### src/rtl/mips_alu_pkg.sv
// Shared definitions for the EX-stage ALU and the iterative multiply/divide sequencer.
package mips_alu_pkg;

   localparam logic [2:0] ALU_AND = 3'b000;
   localparam logic [2:0] ALU_OR  = 3'b001;
   localparam logic [2:0] ALU_ADD = 3'b010;
   localparam logic [2:0] ALU_SUB = 3'b110;
   localparam logic [2:0] ALU_SLT = 3'b111;

   localparam int MD_ITER = 32;

   typedef enum logic [1:0] {
      IDLE = 2'd0,
      RUN  = 2'd1,
      DONE = 2'd2
   } md_state_t;

endpackage

### src/rtl/alu_muldiv_seq.sv
// MULTU/DIVU sequencer: shift-add multiply and restoring divide, one borrowed ALU op per cycle.
module alu_muldiv_seq
   import mips_alu_pkg::*;
#(
   parameter int ITER = MD_ITER
) (
   input  logic        clk,
   input  logic        rst_n,
   input  logic        start,
   input  logic        div_sel,
   input  logic [31:0] src_a,
   input  logic [31:0] src_b,
   input  logic        flush,
   output logic        ready,
   output logic        done,
   output logic [31:0] hi,
   output logic [31:0] lo,
   output logic        alu_req,
   output logic [2:0]  alu_op,
   output logic [31:0] alu_a,
   output logic [31:0] alu_b,
   input  logic [31:0] alu_result
);

   md_state_t   state_q, state_d;
   logic [5:0]  cnt_q, cnt_d;
   logic [31:0] acc_q, acc_d;    // product high half (MULTU) or partial remainder (DIVU)
   logic [31:0] low_q, low_d;    // multiplier shifting out / dividend shifting out, quotient in
   logic [31:0] opb_q, opb_d;
   logic        div_q, div_d;
   logic [31:0] hi_q, hi_d;
   logic [31:0] lo_q, lo_d;

   logic [31:0] sh;
   logic        carry;
   logic        qbit;

   assign sh = {acc_q[30:0], low_q[31]};

   always_ff @(posedge clk or negedge rst_n) begin
      if (!rst_n) begin
         state_q <= IDLE;
         cnt_q   <= '0;
         acc_q   <= '0;
         low_q   <= '0;
         opb_q   <= '0;
         div_q   <= 1'b0;
         hi_q    <= '0;
         lo_q    <= '0;
      end else begin
         state_q <= state_d;
         cnt_q   <= cnt_d;
         acc_q   <= acc_d;
         low_q   <= low_d;
         opb_q   <= opb_d;
         div_q   <= div_d;
         hi_q    <= hi_d;
         lo_q    <= lo_d;
      end
   end

   always_comb begin
      state_d = state_q;
      cnt_d   = cnt_q;
      acc_d   = acc_q;
      low_d   = low_q;
      opb_d   = opb_q;
      div_d   = div_q;
      hi_d    = hi_q;
      lo_d    = lo_q;
      alu_op  = 3'b000;
      alu_a   = '0;
      alu_b   = '0;
      carry   = 1'b0;
      qbit    = 1'b0;
      case (state_q)
         IDLE: begin
            if (start && !flush) begin
               cnt_d = '0;
               div_d = div_sel;
               acc_d = '0;
               if (div_sel) begin
                  low_d = src_a;
                  opb_d = src_b;
                  if (src_b == '0) begin
                     state_d = DONE;
                     hi_d    = src_a;
                     lo_d    = 32'hFFFF_FFFF;
                  end else begin
                     state_d = RUN;
                  end
               end else begin
                  low_d   = src_b;
                  opb_d   = src_a;
                  state_d = RUN;
               end
            end
         end
         RUN: begin
            // ALU drive comes from registered state only; flush just discards the step.
            if (div_q) begin
               alu_op = ALU_SUB;
               alu_a  = sh;
               alu_b  = opb_q;
               qbit   = acc_q[31] | (sh >= opb_q);
               acc_d  = qbit ? alu_result : sh;
               low_d  = {low_q[30:0], qbit};
            end else begin
               alu_op = ALU_ADD;
               alu_a  = acc_q;
               alu_b  = low_q[0] ? opb_q : '0;
               carry  = alu_result < acc_q;
               acc_d  = {carry, alu_result[31:1]};
               low_d  = {alu_result[0], low_q[31:1]};
            end
            cnt_d = cnt_q + 6'd1;
            if (flush) begin
               state_d = IDLE;
            end else if (cnt_q == 6'(ITER - 1)) begin
               hi_d    = acc_d;
               lo_d    = low_d;
               state_d = DONE;
            end
         end
         DONE:    state_d = IDLE;
         default: state_d = IDLE;
      endcase
   end

   assign ready   = (state_q == IDLE);
   assign done    = (state_q == DONE);
   assign alu_req = (state_q == RUN);
   assign hi      = hi_q;
   assign lo      = lo_q;

endmodule

### config.mk
export PLATFORM = sky130hd
export DESIGN_NAME = alu_muldiv_seq
export DESIGN_NICKNAME = d
export VERILOG_FILES = /design/src/rtl/mips_alu_pkg.sv /design/src/rtl/alu_muldiv_seq.sv
export SDC_FILE = /design/constraint.sdc
export NUM_CORES = 1
export LEC_CHECK = 0
export ABC_AREA = 1
export ABC_CLOCK_PERIOD_IN_PS = 3500
export BUFFER_PORTS_ARGS = -buffer_cell sky130_fd_sc_hd__buf_2
export CORE_ASPECT_RATIO = 1.25
export CORE_MARGIN = 4
export CORE_UTILIZATION = 50
export CTS_CLUSTER_DIAMETER = 120
export CTS_CLUSTER_SIZE = 10
export DETAILED_ROUTE_END_ITERATION = 7
export PLACE_DENSITY = 0.8
export SYNTH_ARGS = -nofsm -noshare
export SYNTH_HDL_FRONTEND = slang
export SYNTH_SLANG_ARGS = --single-unit
### constraint.sdc
create_clock -name clk -period 3.5 [get_ports clk]
set_input_delay 0.7 -clock clk [delete_from_list [all_inputs] [get_ports clk]]
set_output_delay 0.7 -clock clk [all_outputs]
set_load 0.02 [all_outputs]
==> results by group, run 1 <==
Synthesis
  • Compound-cell area share of the yosys netlist: 0.222
  • Avg Cell Area, Syn: 7.27 µm²
  • Mapped cell area: 10900 µm²
  • Post-Synth Adder-Cell Area: 0.0736
  • Post-synth net total: 1660
  • Sequential area share after synthesis: 0.389
  • Warnings, synthesis: 0
  • Main synth FF type: dfrtp_1
  • Cell variety after synth: 37
  • EDFF count, synth: 0
  • Asr flop ratio synth: 1.00
  • Synth Area in XOR/XNOR: 0
  • Post-Synthesis Cells: 1495
  • Mux share of post-synthesis cell area: 0.000920
  • Synth Register Bits: 169
  • Post-Synth Simple-Gate Area: 0.197
  • Largest family of logic cells by synthesized area: compound AO/OA/AOI/OAI gates

Detailed routing
  • Top Layer Used: met4
  • DR iter-0 viols: 842
  • DRT Wirelength: 34800 µm
  • DR WL/cell: 17.7 µm
  • DR WL met2: 16200 µm
  • DR WL met3: 2710 µm
  • DR vias: 11000
  • Avg Vias per Cell: 5.61
  • Residual DRC count: 0
  • Met1 WL: 14600 µm
  • Initial DRT Pass Iterations: 6
  • Final antenna-violating net count: 0

Floorplan
  • Io pins: 235
  • Num rows: 60
  • Die X: 140 µm
  • Core Area: 21500 µm²
  • Full die area: 24200 µm²
  • Initial core utilization: 0.506
  • Die Height: 173 µm

Timing
  • Least-Margin Pin Slew: 0.750 ns
  • Setup violations, final: 0
  • RSZ-0062 raised after global routing: false
  • Final Critical Period: 3.05 ns
  • Setup TNS: 0 ns
  • Final Max Tran Viols: 0
  • Fmax achieved: 328 MHz
  • Period utilization: 0.872
  • Fin. Hold Viols: 0
  • Final clock skew: 0.00902 ns
  • Relative slew slack: 0.500
  • Hold slack: 0.271 ns

Pwr
  • Worst vdd ir: 0.645 mV
  • Psw: 6.74 mW
  • Int Power: 6.40 mW
  • Seq pwr share: 0.277
  • Combinational power share: 0.584
  • P_leak: 6.61 nW
  • Clk pwr share: 0.139
  • Power density cells: 1030 nW/µm²
  • Net Sw Frac: 0.513

Job
  • Max cap viols: 0

Cells and area
  • Filler cells: 2055
  • Share of layout cells above drive strength 1: 0.182
  • Area grow syn2layout: 16.9%
  • Nets@finish: 1833
  • Final core utilization: 0.592

Setup path
  • Critical path class: reg -> out
  • Worst path max stage delay: 0.83 ns
  • Required @ worst endpoint: 2.80 ns
  • CP bufs+invs: 2
  • CP Max Fanout: 62
  • CP max stage cell: dfrtp_4
  • Worst-path cell chain: buf_4 -> o21ai_0 -> a21oi_1 -> buf_2
  • Crit path launch type: register
  • Worst Path Arrival: 2.35 ns
  • Critical path's top delay family: flip-flops
  • Critical Path Sink Type: output port
  • R2R depth: 13
  • Critical path depth in cells: 4

Global routing
  • Aggregate global routing overflow: 0
  • All-Layer GR Usage: 0.282
  • First-pass GRT wire length: 55200 µm
  • Vias in the first global route: 10300
  • Initial antenna violation count: 3
  • Largest net degree at the start of global routing: 100

Clock network
  • Maximum root-to-sink buffer count: 2
  • CTS tree: done
  • Sink Count: 169
  • CTS resizes: 0
  • Post-CTS setup buffers: 0
  • H-tree depth: 4
  • Worst-path clk slew: 0.07 ns
  • CTS hold repair buffers: 0
  • Root Buffer: clkbuf_16
  • Skew-Pair Late Insertion Delay: 0.44 ns
  • TritonCTS Buffers: 17

Place
  • Global placer's final weighted congestion: 0.938
  • Port buffer count: 233
  • DP Wirelength: 26200 µm

Status
  • Status: finished, final reports clean

Min path
  • Hold Crit Class: in -> async
[registers in the layout, summed over array words and instances (netlist names)]
name	flops
lo	32
div_q	1
acc_q	32
hi	32
low_q	32
state_q	2
cnt_q	6
opb_q	32
[worst register-to-register path: cells and delay by family, from the launching register on]
kind | cells | cell delay, ns
AO/OA/AOI/OAI | 2 | 0.37
flip-flops | 1 | 0.42
adder cells (fa/ha/maj) | 1 | 0.32
AND/OR/NAND/NOR | 10 | 1.48
[routing by layer]
| metal | up-vias | global-route usage |
|---|---|---|
| met4 | 0 | 0.112 |
| li1 | 5347 | - |
| met5 | - | 0 |
| met1 | 5139 | 0.395 |
| met3 | 67 | 0.0426 |
| met2 | 478 | 0.442 |
[per-stage QoR]
step	area, µm²	setup WS, ns	total power [mW]	cells
2_1_floorplan	10900	1.12	8.97	1495
3_3_place_gp	12100	0.692	11.0	1928
3_5_place_dp	12100	0.598	11.2	1928
4_1_cts	12700	0.463	13.1	1960
5_1_grt	12700	0.280	14.3	1963
6_report	12700	0.447	13.1	1965
[cell type report]
type	instances	area, µm²	share of cell area
tap	279	349	0.0275
clock buffer	18	439	0.0346
antenna	5	12.5	0.000985
timing repair buffer	253	1360	0.107
multi-input combinational	1013	5390	0.424
sequential	169	4230	0.333
clock inverter	14	125	0.00985
inverter	214	805	0.0633
[synth_stat cells (2+ instances only)]
| library cell | n | share of area |
|---|---|---|
| nand2_2 | 2 | 0.0012 |
| nor2_4 | 2 | 0.0021 |
| o211ai_1 | 33 | 0.023 |
| a211oi_1 | 32 | 0.022 |
| buf_4 | 5 | 0.0035 |
| nand4_1 | 4 | 0.0023 |
| nor2_1 | 88 | 0.030 |
| nand2_1 | 288 | 0.099 |
| inv_2 | 7 | 0.0024 |
| o21ai_1 | 32 | 0.015 |
| o21ai_0 | 144 | 0.066 |
| nor3_1 | 33 | 0.015 |
| dfrtp_1 | 169 | 0.39 |
| nor4_1 | 8 | 0.0046 |
| clkbuf_1 | 53 | 0.018 |
| buf_6 | 5 | 0.0052 |
| nand3_1 | 75 | 0.035 |
| inv_1 | 206 | 0.071 |
| buf_1 | 5 | 0.0017 |
| o22ai_1 | 32 | 0.018 |
| buf_2 | 31 | 0.014 |
| ha_1 | 64 | 0.074 |
| nor2_2 | 3 | 0.0017 |
| o21a_1 | 2 | 0.0014 |
| a21oi_1 | 160 | 0.074 |
[cell usage in the layout (no fill, tap or decap), types with 3 or more instances in the layout]
| cell type | n |
|---|---|
| a211oi_1 | 32 |
| a21oi_1 | 160 |
| buf_12 | 3 |
| buf_2 | 232 |
| buf_4 | 17 |
| clkbuf_16 | 17 |
| clkinv_2 | 6 |
| clkinv_4 | 4 |
| dfrtp_1 | 168 |
| diode_2 | 5 |
| ha_1 | 64 |
| inv_1 | 206 |
| inv_2 | 6 |
| nand2_1 | 287 |
| nand3_1 | 75 |
| nand4_1 | 4 |
| nor2_1 | 87 |
| nor2_2 | 4 |
| nor3_1 | 33 |
| nor4_1 | 8 |
| o211ai_1 | 33 |
| o21ai_0 | 144 |
| o21ai_1 | 32 |
| o22ai_1 | 32 |
[cell families after synthesis]
logic type | count (synthesis)
buffers and inverters | 313
adders and majority gates | 64
DFF | 169
muxes | 1
other | 1
and+or+nand+nor | 508
AOI/OAI and AO/OA | 439
[power by group through the flow]
stage | clock network [mW] | logic, mW | registers, mW
after floorplan | 0 | 5.13 | 3.84
after global placement | 0 | 7.40 | 3.63
after detailed placement | 0 | 7.60 | 3.64
after CTS | 1.83 | 7.65 | 3.62
after global routing | 1.92 | 8.60 | 3.75
final | 1.82 | 7.68 | 3.64
[worst paths after layout]
check,endpoint,start,slack (ns)
max in group asynchronous,opb_q[23],rst_n,2.21
worst min register to register,lo[24],lo[24],0.48
min in group clk,lo[24],lo[24],0.48
worst max register to register,hi[11],acc_q[6],0.84
worst min-delay path,opb_q[7],rst_n,0.27
worst max-delay path,alu_a[19],div_q,0.45
Power figures use the tool's default switching activity.
==> run 2, diff against run 1 <==
--- a/config.mk
+++ b/config.mk
@@ -6,7 +6,7 @@
 export NUM_CORES = 1
 export LEC_CHECK = 0
 export ABC_AREA = 1
-export ABC_CLOCK_PERIOD_IN_PS = 3500
+export ABC_CLOCK_PERIOD_IN_PS = 3450
 export BUFFER_PORTS_ARGS = -buffer_cell sky130_fd_sc_hd__buf_2
 export CORE_ASPECT_RATIO = 1.25
 export CORE_MARGIN = 4
==> constraint.sdc (replaced) <==
create_clock -name clk -period 3.45 [get_ports clk]
set_input_delay 0.69 -clock clk [delete_from_list [all_inputs] [get_ports clk]]
set_output_delay 0.69 -clock clk [all_outputs]
set_load 0.02 [all_outputs]
==> results by group, run 2 (same netlist as run 1, synthesis figures left out) <==
Clock network
  • Root Buffer: clkbuf_16
  • CTS tree: done
  • Skew-Pair Late Insertion Delay: 0.43 ns
  • Worst-path clk slew: 0.07 ns
  • Post-CTS setup buffers: 0
  • Maximum root-to-sink buffer count: 2
  • TritonCTS Buffers: 17
  • CTS resizes: 0
  • Sink Count: 169
  • H-tree depth: 4
  • CTS hold repair buffers: 0

Floorplan
  • Full die area: 24200 µm²
  • Io pins: 235
  • Num rows: 60
  • Die Height: 173 µm
  • Initial core utilization: 0.506
  • Die X: 140 µm
  • Core Area: 21500 µm²

Place
  • Port buffer count: 233
  • DP Wirelength: 26100 µm
  • Global placer's final weighted congestion: 0.944

Timing
  • Final Critical Period: 3.06 ns
  • Hold slack: 0.247 ns
  • Period utilization: 0.886
  • Final Max Tran Viols: 0
  • Fmax achieved: 327 MHz
  • Relative slew slack: 0.320
  • Least-Margin Pin Slew: 1.02 ns
  • Setup TNS: 0 ns
  • Fin. Hold Viols: 0
  • RSZ-0062 raised after global routing: false
  • Final clock skew: 0.0124 ns
  • Setup violations, final: 0

Global routing
  • Initial antenna violation count: 1
  • Largest net degree at the start of global routing: 125
  • All-Layer GR Usage: 0.277
  • First-pass GRT wire length: 54300 µm
  • Vias in the first global route: 10200
  • Aggregate global routing overflow: 0

Cells and area
  • Share of layout cells above drive strength 1: 0.183
  • Nets@finish: 1834
  • Commonest non-fill, non-tap cell in the layout: nand2_1
  • Commonest cells after routing, fill and taps aside: 287 x nand2_1, 232 x buf_2, 206 x inv_1
  • Area grow syn2layout: 17.1%

Setup path
  • R2R depth: 13
  • Critical path class: reg -> out
  • Required @ worst endpoint: 2.76 ns
  • End of the critical path: alu_b[13]
  • Crit path launch type: register
  • Critical register-to-register path startpoint: acc_q[4]
  • Worst Path Arrival: 2.37 ns
  • CP Max Fanout: 32
  • R2R Setup Slk: 0.71 ns
  • Start point of the critical path: state_q[1]
  • Critical Path Sink Type: output port
  • Reg-to-Reg End: lo[0]

Status
  • Status: finished, final reports clean

Pwr
  • Final Total Pwr: 13.4 mW
  • Power density cells: 1050 nW/µm²
  • Worst vdd ir: 0.524 mV
  • P_leak: 6.62 nW

Job
  • Max cap viols: 0

Detailed routing
  • DR iter-0 viols: 765
  • DR vias: 10800
  • Final antenna-violating net count: 0
  • Residual DRC count: 0
  • DRT Wirelength: 34400 µm
  • Initial DRT Pass Iterations: 5
  • Avg Vias per Cell: 5.53
  • DR WL/cell: 17.6 µm

Min path
  • Hold Crit Class: in -> async
[run 2: cell count changes in the layout (fill, tap and decap cells not counted), sizes merged]
| cell | delta |
|---|---|
| clkinvlp | +2 |
| diode | -4 |
| inv | +4 |
| buf | +1 |
| clkinv | -6 |
| bufinv | +1 |
| clkbuf | -1 |
[run 2: area by class of cell]
class                           count  area, µm²
Tap cell                          279        349
Clock buffer                       17        425
Sequential cell                   169       4230
Antenna cell                        1       2.50
Fill cell                        2085       8740
Multi-Input combinational cell   1013       5390
Timing Repair Buffer              254       1370
Clock inverter                     15        164
Inverter                          214        805
[run 2: worst min-delay path by stage]
stage          endpoint  slack, ns  cells past startpoint
4_1_cts        opb_q[7]       0.26                      1
2_1_floorplan  acc_q[0]       0.39                      0
3_5_place_dp     lo[13]       0.47                      2
5_1_grt        opb_q[7]       0.27                      1
3_3_place_gp     lo[31]       0.47                      2
6_report       opb_q[7]       0.25                      1
[run 2: stage by stage]
step	utilization	std cells	setup slack, ns	instance area [µm²]
2_1_floorplan	-	1495	1.08	10900
3_3_place_gp	0.565	1929	0.374	12100
3_5_place_dp	0.565	1929	0.364	12100
4_1_cts	0.593	1961	0.400	12700
5_1_grt	0.593	1962	0.251	12700
6_report	0.593	1962	0.393	12700
[run 2: power by group]
group | switching, mW | leakage (nW) | internal, mW
Sequential | 0.631 | 2.04 | 2.97
Clock | 0.849 | 0.279 | 1.08
Combinational | 5.36 | 4.30 | 2.53
Total | 6.84 | 6.62 | 6.58
[run 2: routing by layer]
metal  track usage  share of wire
met5             0              0
met4         0.116          0.042
met3        0.0481          0.062
met2         0.428           0.46
met1         0.387           0.44
[run 2: worst max-delay path: stages (launching register included)]
cell	delay (ns)
dfrtp_1	0.44
nor2_4	0.15
clkinv_2	0.41
buf_4	0.36
nor3_1	0.33
buf_2	0.24
